[config.mk]
export PLATFORM = sky130hd
export DESIGN_NAME = fetch_pc_unit
export DESIGN_NICKNAME = d
export VERILOG_FILES = /design/src/rtl/fetch_pc_unit.sv
export SDC_FILE = /design/constraint.sdc
export NUM_CORES = 1
export LEC_CHECK = 0
export CAP_MARGIN = 40
export CORE_AREA = 2 2 109 100
export CTS_BUF_LIST = sky130_fd_sc_hd__clkbuf_8
export CTS_CLUSTER_SIZE = 30
export DETAILED_ROUTE_END_ITERATION = 8
export DIE_AREA = 0 0 111 102
export PLACE_DENSITY = 0.49
export RECOVER_POWER = 100
export SETUP_SLACK_MARGIN = 0.05
export SLEW_MARGIN = 5
export SYNTH_ARGS = -nofsm -noshare
export SYNTH_HDL_FRONTEND = slang
export SYNTH_SLANG_ARGS = --single-unit
[constraint.sdc]
create_clock -name clk -period 10.63 [get_ports clk]
set_input_delay 2.6575 -clock clk [delete_from_list [all_inputs] [get_ports clk]]
set_output_delay 2.6575 -clock clk [all_outputs]
set_load 0.05 [all_outputs]
[src/rtl/fetch_pc_unit.sv]
// Fetch-stage PC generator with an in-order prediction queue, mispredict redirect/flush and BTB update.
// Optional build macro BTB_UPDATE_ALL_EN: update the BTB on every resolution, not only on mispredicts.
module fetch_pc_unit #(
  parameter int unsigned     PC_W     = 4,
  parameter int unsigned     QDEPTH   = 4,
  parameter logic [PC_W-1:0] RESET_PC = '0
) (
  input  logic            clk,
  input  logic            reset,
  input  logic            stall,
  output logic [PC_W-1:0] pc_out,
  input  logic [PC_W-1:0] pred_next_pc,
  input  logic            pred_taken,
  output logic            fetch_valid,
  input  logic            res_valid,
  input  logic            res_taken,
  input  logic [PC_W-1:0] res_target,
  output logic            upd_valid,
  output logic [PC_W-1:0] upd_pc,
  output logic [PC_W-1:0] upd_target,
  output logic            upd_taken,
  output logic            flush,
  output logic            q_full,
  output logic            res_underflow
);

  localparam int unsigned AW = (QDEPTH > 1) ? $clog2(QDEPTH) : 1;
  localparam int unsigned CW = AW + 1;
  localparam logic [CW-1:0] FULL_CNT = CW'(QDEPTH);

  logic [PC_W-1:0] q_pc    [QDEPTH];
  logic [PC_W-1:0] q_tgt   [QDEPTH];
  logic            q_taken [QDEPTH];

  logic [AW-1:0] head;
  logic [AW-1:0] tail;
  logic [CW-1:0] count;

  logic            q_empty;
  logic            resolve;
  logic            mispredict;
  logic            push;
  logic            pop;
  logic            upd_fire;
  logic [PC_W-1:0] head_seq;
  logic [PC_W-1:0] actual_next;
  logic [PC_W-1:0] predicted_next;

  always_comb begin
    q_empty        = (count == '0);
    q_full         = (count == FULL_CNT);
    resolve        = res_valid && !q_empty;
    head_seq       = q_pc[head] + PC_W'(1);
    actual_next    = res_taken ? res_target : head_seq;
    predicted_next = q_taken[head] ? q_tgt[head] : head_seq;
    mispredict     = resolve && (actual_next != predicted_next);
    fetch_valid    = !stall && !q_full && !mispredict;
    push           = fetch_valid;
    // A mispredict clears the whole queue, so its pop is folded into the clear.
    pop            = resolve && !mispredict;
  end

`ifdef BTB_UPDATE_ALL_EN
  assign upd_fire = resolve;
`else
  assign upd_fire = mispredict;
`endif

  // Queue payload needs no reset; validity is tracked by count alone.
  always_ff @(posedge clk) begin
    if (push) begin
      q_pc[tail]    <= pc_out;
      q_taken[tail] <= pred_taken;
      q_tgt[tail]   <= pred_next_pc;
    end
  end

  always_ff @(posedge clk) begin
    if (reset) begin
      pc_out        <= RESET_PC;
      head          <= '0;
      tail          <= '0;
      count         <= '0;
      flush         <= 1'b0;
      res_underflow <= 1'b0;
      upd_valid     <= 1'b0;
      upd_pc        <= '0;
      upd_target    <= '0;
      upd_taken     <= 1'b0;
    end else begin
      flush <= mispredict;
      if (res_valid && q_empty) begin
        res_underflow <= 1'b1;
      end

      upd_valid <= upd_fire;
      if (upd_fire) begin
        upd_pc     <= q_pc[head];
        upd_target <= res_target;
        upd_taken  <= res_taken;
      end

      if (mispredict) begin
        pc_out <= actual_next;
        head   <= '0;
        tail   <= '0;
        count  <= '0;
      end else begin
        if (pop) begin
          head <= head + AW'(1);
        end
        if (push) begin
          tail   <= tail + AW'(1);
          pc_out <= pred_taken ? pred_next_pc : pc_out + PC_W'(1);
        end
        case ({push, pop})
          2'b10:   count <= count + CW'(1);
          2'b01:   count <= count - CW'(1);
          default: count <= count;
        endcase
      end
    end
  end

endmodule

# Yosys cells after proc, flatten, opt, wreduce, memory -nomap -nowiden

Memory sizes are Yosys's and may differ from the RTL's. A register that Yosys moved wholly into a read port is not among the register bits.
Cells that the tools add are included.

Bitwise logic cells: 0
Reductions and logical operators: 14
Mux-type cells: 14
Order comparisons: 0
Add/subtract/negate cells: 6
Shift-type cells: 0
Eq/ne operators: 4
Multiply operators: 0
Div/mod/pow operators: 0

Operator list:

| cell                                                | number |
|---|---|
| two-way mux 4 bit                                   | 5 |
| two-way mux 2 bit                                   | 6 |
| adder 4 x 1 -> 4 bit, second input constant         | 2 |
| logical AND 1 bit                                   | 6 |
| case mux 3 bit (2 select lines)                     | 1 |
| adder 2 x 1 -> 2 bit, second input constant         | 2 |
| zero test 1 bit                                     | 4 |
| != test 4 bit                                       | 1 |
| nonzero test 2 bit                                  | 2 |
| adder 3 x 1 -> 3 bit, second input constant         | 1 |
| equality test 3 bit, second input constant          | 1 |
| zero test 3 bit                                     | 1 |
| subtractor 3 x 1 -> 3 bit, second input constant    | 1 |
| equality test 2 x 1 -> 1 bit, second input constant | 1 |
| equality test 2 bit, second input constant          | 1 |
| two-way mux 1 bit                                   | 2 |
| OR reduction 2 bit                                  | 1 |

Latch bits: 0
Logic and storage cells: 50
RAM bits: 36
Memories kept: 3
Input port bits: 14
Bits in registers: 22
Memory bits (read-only): 0
Output and inout port bits: 18

Memories:

| name    | words | width | read ports | clocked after memory_dff | write ports | RTL line | text |
|---|---|---|---|---|---|---|---|
| q_pc    | 4     | 4     | 1          | 1                        | 1           | 31       | `logic [PC_W-1:0] q_pc [QDEPTH];` |
| q_tgt   | 4     | 4     | 1          | 1                        | 1           | 32       | `logic [PC_W-1:0] q_tgt [QDEPTH];` |
| q_taken | 4     | 1     | 1          | 1                        | 1           | 33       | `logic q_taken [QDEPTH];` |

# Depth between registers and ports, before layout

Gate-level depths: netlist of the first run.

Depth after elaboration: 8
Mapped depth: 17
Gate-level depth less buffers: 15

# Least setup slack after synthesis of the first run

OpenSTA, ideal clock, no wires.

Path kind: input to output
From: in res_target[3]
To: out fetch_valid
Stages on the path: 8
Path slack: 3503 ps
Data arrival time: 4469 ps
Path buffers: 1
Data required time: 7973 ps
Path through: and2_1 nor3b_1 a32o_1 a31oi_1 and4_2 a21oi_4 buf_6 nor2_1

Longest elaborated chain between the ends: 5

Ends and longest elaborated chain:

| what              | RTL line | text |
|---|---|---|
| from (decl)       | 17       | `input logic [PC_W-1:0] res_target,` |
| two-way mux 4 bit | 54       | `actual_next = res_taken ? res_target : head_seq;` |
| != test 4 bit     | 56       | `mispredict = resolve && (actual_next != predicted_next);` |
| logical AND 1 bit | 56       |  |
| zero test 1 bit   | 57       | `fetch_valid = !stall && !q_full && !mispredict;` |
| logical AND 1 bit | 57       |  |
| to (decl)         | 14       | `output logic fetch_valid,` |

Every way passes these cells.

# Final worst setup path of the first run

From: in res_taken
To: out fetch_valid

Longest elaborated chain between the ends: 5

Ends and longest elaborated chain:

| what              | RTL line | text |
|---|---|---|
| from (decl)       | 16       | `input logic res_taken,` |
| two-way mux 4 bit | 54       |  |
| != test 4 bit     | 56       |  |
| logical AND 1 bit | 56       |  |
| zero test 1 bit   | 57       |  |
| logical AND 1 bit | 57       |  |

Every way passes these cells.

==> results of run 1 <==
## sequential cells by signal (all words and copies together), names as in the netlist, 2 cells and up, named ones only
| signal | count |
|---|---|
| q_tgt | 16 |
| head | 2 |
| upd_pc | 4 |
| upd_target | 4 |
| pc_out | 4 |
| tail | 2 |
| q_taken | 4 |
| count | 3 |
| q_pc | 16 |
## Yosys cell counts (2+ instances only)
cell / n / share of area
sky130_fd_sc_hd__mux2i_1: 14 / 0.047
sky130_fd_sc_hd__mux4_1: 4 / 0.035
sky130_fd_sc_hd__a31oi_1: 2 / 0.0042
sky130_fd_sc_hd__dfxtp_1: 24 / 0.16
sky130_fd_sc_hd__a211oi_1: 3 / 0.0075
sky130_fd_sc_hd__nor3_1: 4 / 0.0067
sky130_fd_sc_hd__mux2_2: 3 / 0.011
sky130_fd_sc_hd__o211ai_1: 3 / 0.0075
sky130_fd_sc_hd__nand3_1: 2 / 0.0033
sky130_fd_sc_hd__inv_1: 7 / 0.0088
sky130_fd_sc_hd__nor3_2: 5 / 0.017
sky130_fd_sc_hd__buf_6: 4 / 0.015
sky130_fd_sc_hd__clkbuf_1: 5 / 0.0063
sky130_fd_sc_hd__ha_1: 7 / 0.029
sky130_fd_sc_hd__mux4_2: 5 / 0.038
sky130_fd_sc_hd__nor3b_1: 3 / 0.0075
sky130_fd_sc_hd__nor2_1: 13 / 0.016
sky130_fd_sc_hd__xnor2_1: 6 / 0.018
sky130_fd_sc_hd__nand2b_1: 20 / 0.042
sky130_fd_sc_hd__mux2_1: 3 / 0.011
sky130_fd_sc_hd__nand2_1: 6 / 0.0075
sky130_fd_sc_hd__o21ai_0: 6 / 0.010
sky130_fd_sc_hd__and3_1: 5 / 0.010
sky130_fd_sc_hd__buf_1: 2 / 0.0025
sky130_fd_sc_hd__a21oi_1: 12 / 0.020
sky130_fd_sc_hd__xor2_1: 4 / 0.012
sky130_fd_sc_hd__edfxtp_1: 36 / 0.36
sky130_fd_sc_hd__o21a_1: 3 / 0.0075
sky130_fd_sc_hd__nor2b_1: 3 / 0.0063
## through the flow
| step | area, um2 | util | cells | setup WS (ps) | hold WS [ps] |
|---|---|---|---|---|---|
| after CTS | 3610 | 0.357 | 400 | 2290 | 480 |
| after global placement | 3390 | 0.335 | 384 | 2320 | 457 |
| after detailed placement | 3390 | 0.335 | 384 | 2320 | 465 |
| after global routing | 3600 | 0.356 | 400 | 1940 | 505 |
| after floorplan | 2990 | - | 236 | 3500 | 455 |
| final | 3600 | 0.356 | 400 | 2190 | 474 |
## metal layers
layer / vias up / part of all wire
li1: 929 / -
met1: 959 / 0.49
met2: 37 / 0.46
met3: 13 / 0.033
met4: 0 / 0.017
met5: - / 0
## power breakdown
part	total [W]	internal [W]	switching [W]
Clock	0.000231	0.000133	0.0000983
Combinational	0.000294	0.000111	0.000183
Sequential	0.000317	0.000291	0.0000265
Total	0.000843	0.000535	0.000308
## how the worst max path moves through the flow
stage | from | end | cells past startpoint
global route | res_taken | fetch_valid | 9
CTS | res_taken | fetch_valid | 8
detailed placement | res_taken | fetch_valid | 8
global placement | res_taken | fetch_valid | 8
floorplan | res_target[3] | fetch_valid | 8
finish | res_taken | fetch_valid | 8
## logic make-up after synthesis
family,after synthesis,synth area share
simple gates,70,0.140
flops,60,0.522
compound gates,38,0.0844
mux,29,0.142
buf+inv,20,0.0376
xor+xnor,11,0.0384
fa+ha+maj,8,0.0359
## worst min-delay path: stages, from the launching register on
cell                       delay (ps)
sky130_fd_sc_hd__dfxtp_1          310
sky130_fd_sc_hd__nand2b_1          60
sky130_fd_sc_hd__mux2i_1           60
## final cells by class
type	count	share of cell area
clock buffers	9	0.0344
clock inverters	7	0.0278
inverters	7	0.00730
multi-input cells	156	0.365
flip-flops and latches	60	0.434
well taps	129	0.0448
repair buffers	32	0.0872
## cell usage in the layout (no fill, tap or decap), types with 4 or more instances in the layout
cell type and count:
sky130_fd_sc_hd__o21ai_0 6, sky130_fd_sc_hd__nand2_1 6, sky130_fd_sc_hd__a21oi_1 12, sky130_fd_sc_hd__mux2i_1 14, sky130_fd_sc_hd__dfxtp_1 24, sky130_fd_sc_hd__dlygate4sd3_1 24, sky130_fd_sc_hd__xor2_1 4, sky130_fd_sc_hd__xnor2_1 6
sky130_fd_sc_hd__and3_1 5, sky130_fd_sc_hd__clkbuf_8 9, sky130_fd_sc_hd__nor3_2 4, sky130_fd_sc_hd__edfxtp_1 36, sky130_fd_sc_hd__nor2_1 13, sky130_fd_sc_hd__mux4_1 4, sky130_fd_sc_hd__mux4_2 5, sky130_fd_sc_hd__ha_1 7
sky130_fd_sc_hd__inv_1 7, sky130_fd_sc_hd__nand2b_1 20, sky130_fd_sc_hd__clkdlybuf4s50_1 7, sky130_fd_sc_hd__nor3_1 5
==> impl_metrics.py, run 1 <==
metrics = {
    "run_status": {
        "run_status": "completed",
    },
    "worst_setup_path": {
        "cpLargestDelayFamily": "buffers and inverters",
        "endpoint_kind": "output port",
        "worstReg2RegEnd": "count[2]",
        "critical_path.startpoint_type": "primary input",
        "worstPathBufferInverterCount": 2,
        "crit_path_top_delay_cell": "sky130_fd_sc_hd__dlygate4sd3_1",
        "ff_to_ff_path_depth": 15,
        "cp.required_ps": 7970,
        "category_of_the_most_critical_setup_path": "primary input to output port",
        "critical_path_cell_by_cell": "dlygate4sd3_1 -> nor2b_1 -> nand2b_1 -> mux2_1 -> and4_1 -> a21oi_4 -> nor2_1 -> dlygate4sd3_1",
        "crit_fanout": 15,
        "timing.reg2reg.setup_slack_ps": 6310,
        "cp.arrival_ps": 5780,
        "worst_path_most_repeated_cell": "sky130_fd_sc_hd__dlygate4sd3_1",
        "critPathMaxStageDelay_ps": 820,
    },
    "grt": {
        "grt_most_used_layer": "met2",
        "gr-total-overflow": 0,
        "grt_antenna_before_repair": 0,
        "grt.met2_usage": 0.203,
        "grt_use_met3": 0.0421,
        "grt_start_max_net_pins": 36,
        "grt_first_pass_wirelength_um": 10700,
        "groute.layer.met1.usage": 0.157,
        "globalRouteTotalUtil": 0.125,
        "grt_pass1_vias": 2029,
    },
    "layout": {
        "post_route_cells_drive_above_1_share": 0.125,
        "n_fill_cell": 991,
        "design.final.nets": 288,
        "ant_diodes": 0,
        "total_area_of_multi_input_combinational_cells_um2": 1310,
        "syn2layout_area_growth_pct": 20.3,
        "regArea_um2": 1560,
    },
    "pwr": {
        "totalPowerFinal_w": 0.000843,
        "power-per-cell-area_nw_per_um2": 234,
        "leakage_nw": 1.25,
        "worst_voltage_drop_across_the_vdd_grid_uv": 94.2,
    },
    "clock_network": {
        "clockBufferDepth": 2,
        "cts_root_buf": "sky130_fd_sc_hd__clkbuf_8",
        "post-cts-setup-buffer-count": 0,
        "clkLatencyLatePin_ps": 340,
        "cts_htree_levels": 3,
        "clock-sinks": 60,
        "tritoncts": "built",
        "cts.clk_slew.worst_paths_ps": 70,
        "cts_resized": 0,
        "postCtsHoldBufs": 0,
        "numCtsBuffers": 9,
    },
    "die": {
        "start_util": 0.296,
        "row_count": 35,
        "io_pins": 32,
        "die_x_um": 111,
        "core_area_um2": 10100,
        "die_height_um": 102,
        "floorplan.die_area_um2": 11300,
    },
    "yosys": {
        "synth.ff_latch_count": 60,
        "postSynth.asyncResetShare": 0,
        "synthesis.area_um2": 2990,
        "synth_flop_cell": "sky130_fd_sc_hd__edfxtp_1",
        "mappedNetlistNets": 258,
        "yosys.cell_types.count": 51,
        "postSynthCellCount": 236,
        "synth_seq_area_share": 0.522,
        "synth_enable_flop_cells": 36,
        "syn_area_per_cell_um2": 12.7,
        "yosys_warnings": 0,
    },
    "min_path": {
        "hp-class": "flop to flop",
        "min_from": "upd_pc[2]",
        "holdPathStages": 2,
        "destination_of_the_worst_hold_path": "upd_pc[2]",
    },
    "sta": {
        "report.final.slew_viol_count": 0,
        "hold_violations": 0,
        "grt_setup_unrepaired": "no",
        "post-route-min-period_ps": 8440,
        "slew_headroom": 0.0519,
        "period_share": 0.794,
        "skew_ps": 9.63,
        "final.setup.tns_ps": 0,
        "setup_viol_count_final": 0,
        "max_clock_freq_mhz": 118,
        "worst_pin_slew_ps": 1420,
    },
    "detailed_routing": {
        "avgViaCountPerCell": 4.85,
        "routed_wire_length_per_instance_um": 16.3,
        "drtAntennaViolNets": 0,
        "detailedRoute.firstIterationViolations": 92,
        "routed-via-count": 1938,
        "drt-pass1-iter-count": 4,
        "post-route-drc-count": 0,
        "drt-total-wl_um": 6510,
    },
    "job": {
        "timing.max_cap.violations": 0,
    },
    "placed_design": {
        "finalWeightedCongestion": 0.744,
        "place.port_buffers": 31,
        "dp.final_hpwl_um": 4430,
    },
}
No activity file was read; power rests on OpenSTA's default activity.
==> inputs of run 2 (changes only) <==
==> constraint.sdc (replaced) <==
create_clock -name clk -period 8.35 [get_ports clk]
set_input_delay 2.0875 -clock clk [delete_from_list [all_inputs] [get_ports clk]]
set_output_delay 2.0875 -clock clk [all_outputs]
set_load 0.05 [all_outputs]
==> run 2 against run 1 <==
Net effect: worst hold slack improved by 0.85 ps; critical path depth up 2; cell count rose by 0.25%; sequential cell count did not move; clock power rose by 4%; design area decreased by 0.94%; combinational power is 28% higher.
==> impl_metrics.py, run 2 (same netlist as run 1, synthesis figures left out) <==
metrics = {
    "detailed_routing": {
        "drt-pass1-iter-count": 4,
        "routed_wire_length_per_instance_um": 15.9,
        "drt-total-wl_um": 6370,
        "wl_met3_um": 198,
        "routed-via-count": 1909,
        "post-route-drc-count": 0,
        "top_signal_layer_used": "met4",
        "drtAntennaViolNets": 0,
        "m1WireLength_um": 3210,
        "detailroute.wirelength.met2_um": 2860,
        "detailedRoute.firstIterationViolations": 85,
        "avgViaCountPerCell": 4.76,
    },
    "min_path": {
        "hp-class": "flop to flop",
    },
    "worst_setup_path": {
        "cp.required_ps": 6260,
        "endpoint_kind": "output port",
        "crit_fanout": 15,
        "critical_path.startpoint_type": "primary input",
        "category_of_the_most_critical_setup_path": "primary input to output port",
        "cp.arrival_ps": 5160,
    },
    "layout": {
        "ant_diodes": 0,
        "post_route_cells_drive_above_1_share": 0.129,
        "most-common-layout-cells": "sky130_fd_sc_hd__edfxtp_1 (36), sky130_fd_sc_hd__dfxtp_1 (24), sky130_fd_sc_hd__dlygate4sd3_1 (24)",
        "design.final.nets": 289,
        "syn2layout_area_growth_pct": 19.1,
        "mostFrequentLayoutCell": "sky130_fd_sc_hd__edfxtp_1",
        "n_fill_cell": 985,
        "final_cell_area_um2": 3570,
        "layout_top_registers": "q_pc x16, q_tgt x16",
    },
    "sta": {
        "worst_pin_slew_ps": 1460,
        "slew_headroom": 0.0271,
        "report.final.slew_viol_count": 0,
        "period_share": 0.868,
        "setup_viol_count_final": 0,
        "final.setup.tns_ps": 0,
        "skew_ps": 10.7,
        "post-route-min-period_ps": 7240,
        "max_clock_freq_mhz": 138,
        "hold_violations": 0,
        "grt_setup_unrepaired": "no",
    },
    "grt": {
        "grt_antenna_before_repair": 0,
        "grt_first_pass_wirelength_um": 10500,
        "globalRouteTotalUtil": 0.122,
        "grt_start_max_net_pins": 36,
        "gr-total-overflow": 0,
        "grt_pass1_vias": 1920,
    },
    "pwr": {
        "leakage_nw": 1.24,
        "power-per-cell-area_nw_per_um2": 286,
        "worst_voltage_drop_across_the_vdd_grid_uv": 128,
        "totalPowerFinal_w": 0.00102,
    },
    "clock_network": {
        "numCtsBuffers": 9,
        "post-cts-setup-buffer-count": 0,
        "clock-sinks": 60,
        "clkLatencyLatePin_ps": 340,
        "cts.clk_slew.worst_paths_ps": 80,
        "postCtsHoldBufs": 0,
        "cts_htree_levels": 3,
        "cts_root_buf": "sky130_fd_sc_hd__clkbuf_8",
        "tritoncts": "built",
        "cts_resized": 0,
        "clockBufferDepth": 2,
    },
    "die": {
        "die_x_um": 111,
        "io_pins": 32,
        "row_count": 35,
        "start_util": 0.296,
        "die_height_um": 102,
        "floorplan.die_area_um2": 11300,
        "core_area_um2": 10100,
    },
    "placed_design": {
        "post_dp_cell_area_um2": 3390,
        "place.port_buffers": 31,
        "dp.final_hpwl_um": 4420,
        "finalWeightedCongestion": 0.748,
    },
    "run_status": {
        "run_status": "completed",
    },
    "job": {
        "timing.max_cap.violations": 0,
    },
}
## run 2: changes by cell type in the layout (fill, tap and decap cells not counted)
cell and change:
sky130_fd_sc_hd__bufinv_16 -2, sky130_fd_sc_hd__inv_6 +2, sky130_fd_sc_hd__buf_4 +1, sky130_fd_sc_hd__clkinv_4 +1, sky130_fd_sc_hd__clkinvlp_4 -1
## run 2: area by class of cell
type                    instances  area (um2)  area share
inverters                       7        26.3     0.00737
clock buffers                   9         124      0.0347
clock inverters                 7        58.8      0.0165
multi-input cells             156        1310       0.368
well taps                     129         161      0.0452
repair buffers                 33         322      0.0901
flip-flops and latches         60        1560       0.438
## run 2: power breakdown
part / internal (W) / leakage (nW) / total, W / switching, W
registers: 0.000370 / 0.529 / 0.000403 / 0.0000335
logic: 0.000143 / 0.628 / 0.000375 / 0.000232
clock network: 0.000112 / 0.0868 / 0.000241 / 0.000129
total: 0.000625 / 1.24 / 0.00102 / 0.000395
## run 2: routing by layer
metal / up-vias / track usage
met1: 933 / 0.163
met2: 31 / 0.193
met5: - / 0
li1: 938 / -
met3: 7 / 0.0326
met4: 0 / 0.0471
## run 2: worst paths after layout
check        startpoint          end  slack, ps  cells after the start
min           upd_taken    upd_taken        470                      2
max           res_taken  fetch_valid       1110                     10
max reg2reg        flop     count[2]       4040                     15
min reg2reg   upd_taken    upd_taken        470                      2
## run 2: per-stage QoR
step	setup slack, ps	util	cells	hold slack [ps]
after global routing	975	0.353	401	499
after CTS	1250	0.354	401	481
after detailed placement	1260	0.336	385	464
final	1110	0.353	401	475
after floorplan	2360	-	236	455
after global placement	1250	0.336	385	455
## run 2: critical path: stages
cell and delay [ps]:
sky130_fd_sc_hd__dlygate4sd3_1 710, sky130_fd_sc_hd__and2_0 220, sky130_fd_sc_hd__nor3b_1 130, sky130_fd_sc_hd__a32o_1 200, sky130_fd_sc_hd__a31oi_1 180, sky130_fd_sc_hd__and4_1 340, sky130_fd_sc_hd__a21oi_4 70, sky130_fd_sc_hd__buf_4 230
sky130_fd_sc_hd__nor2_1 100, sky130_fd_sc_hd__dlygate4sd3_1 870
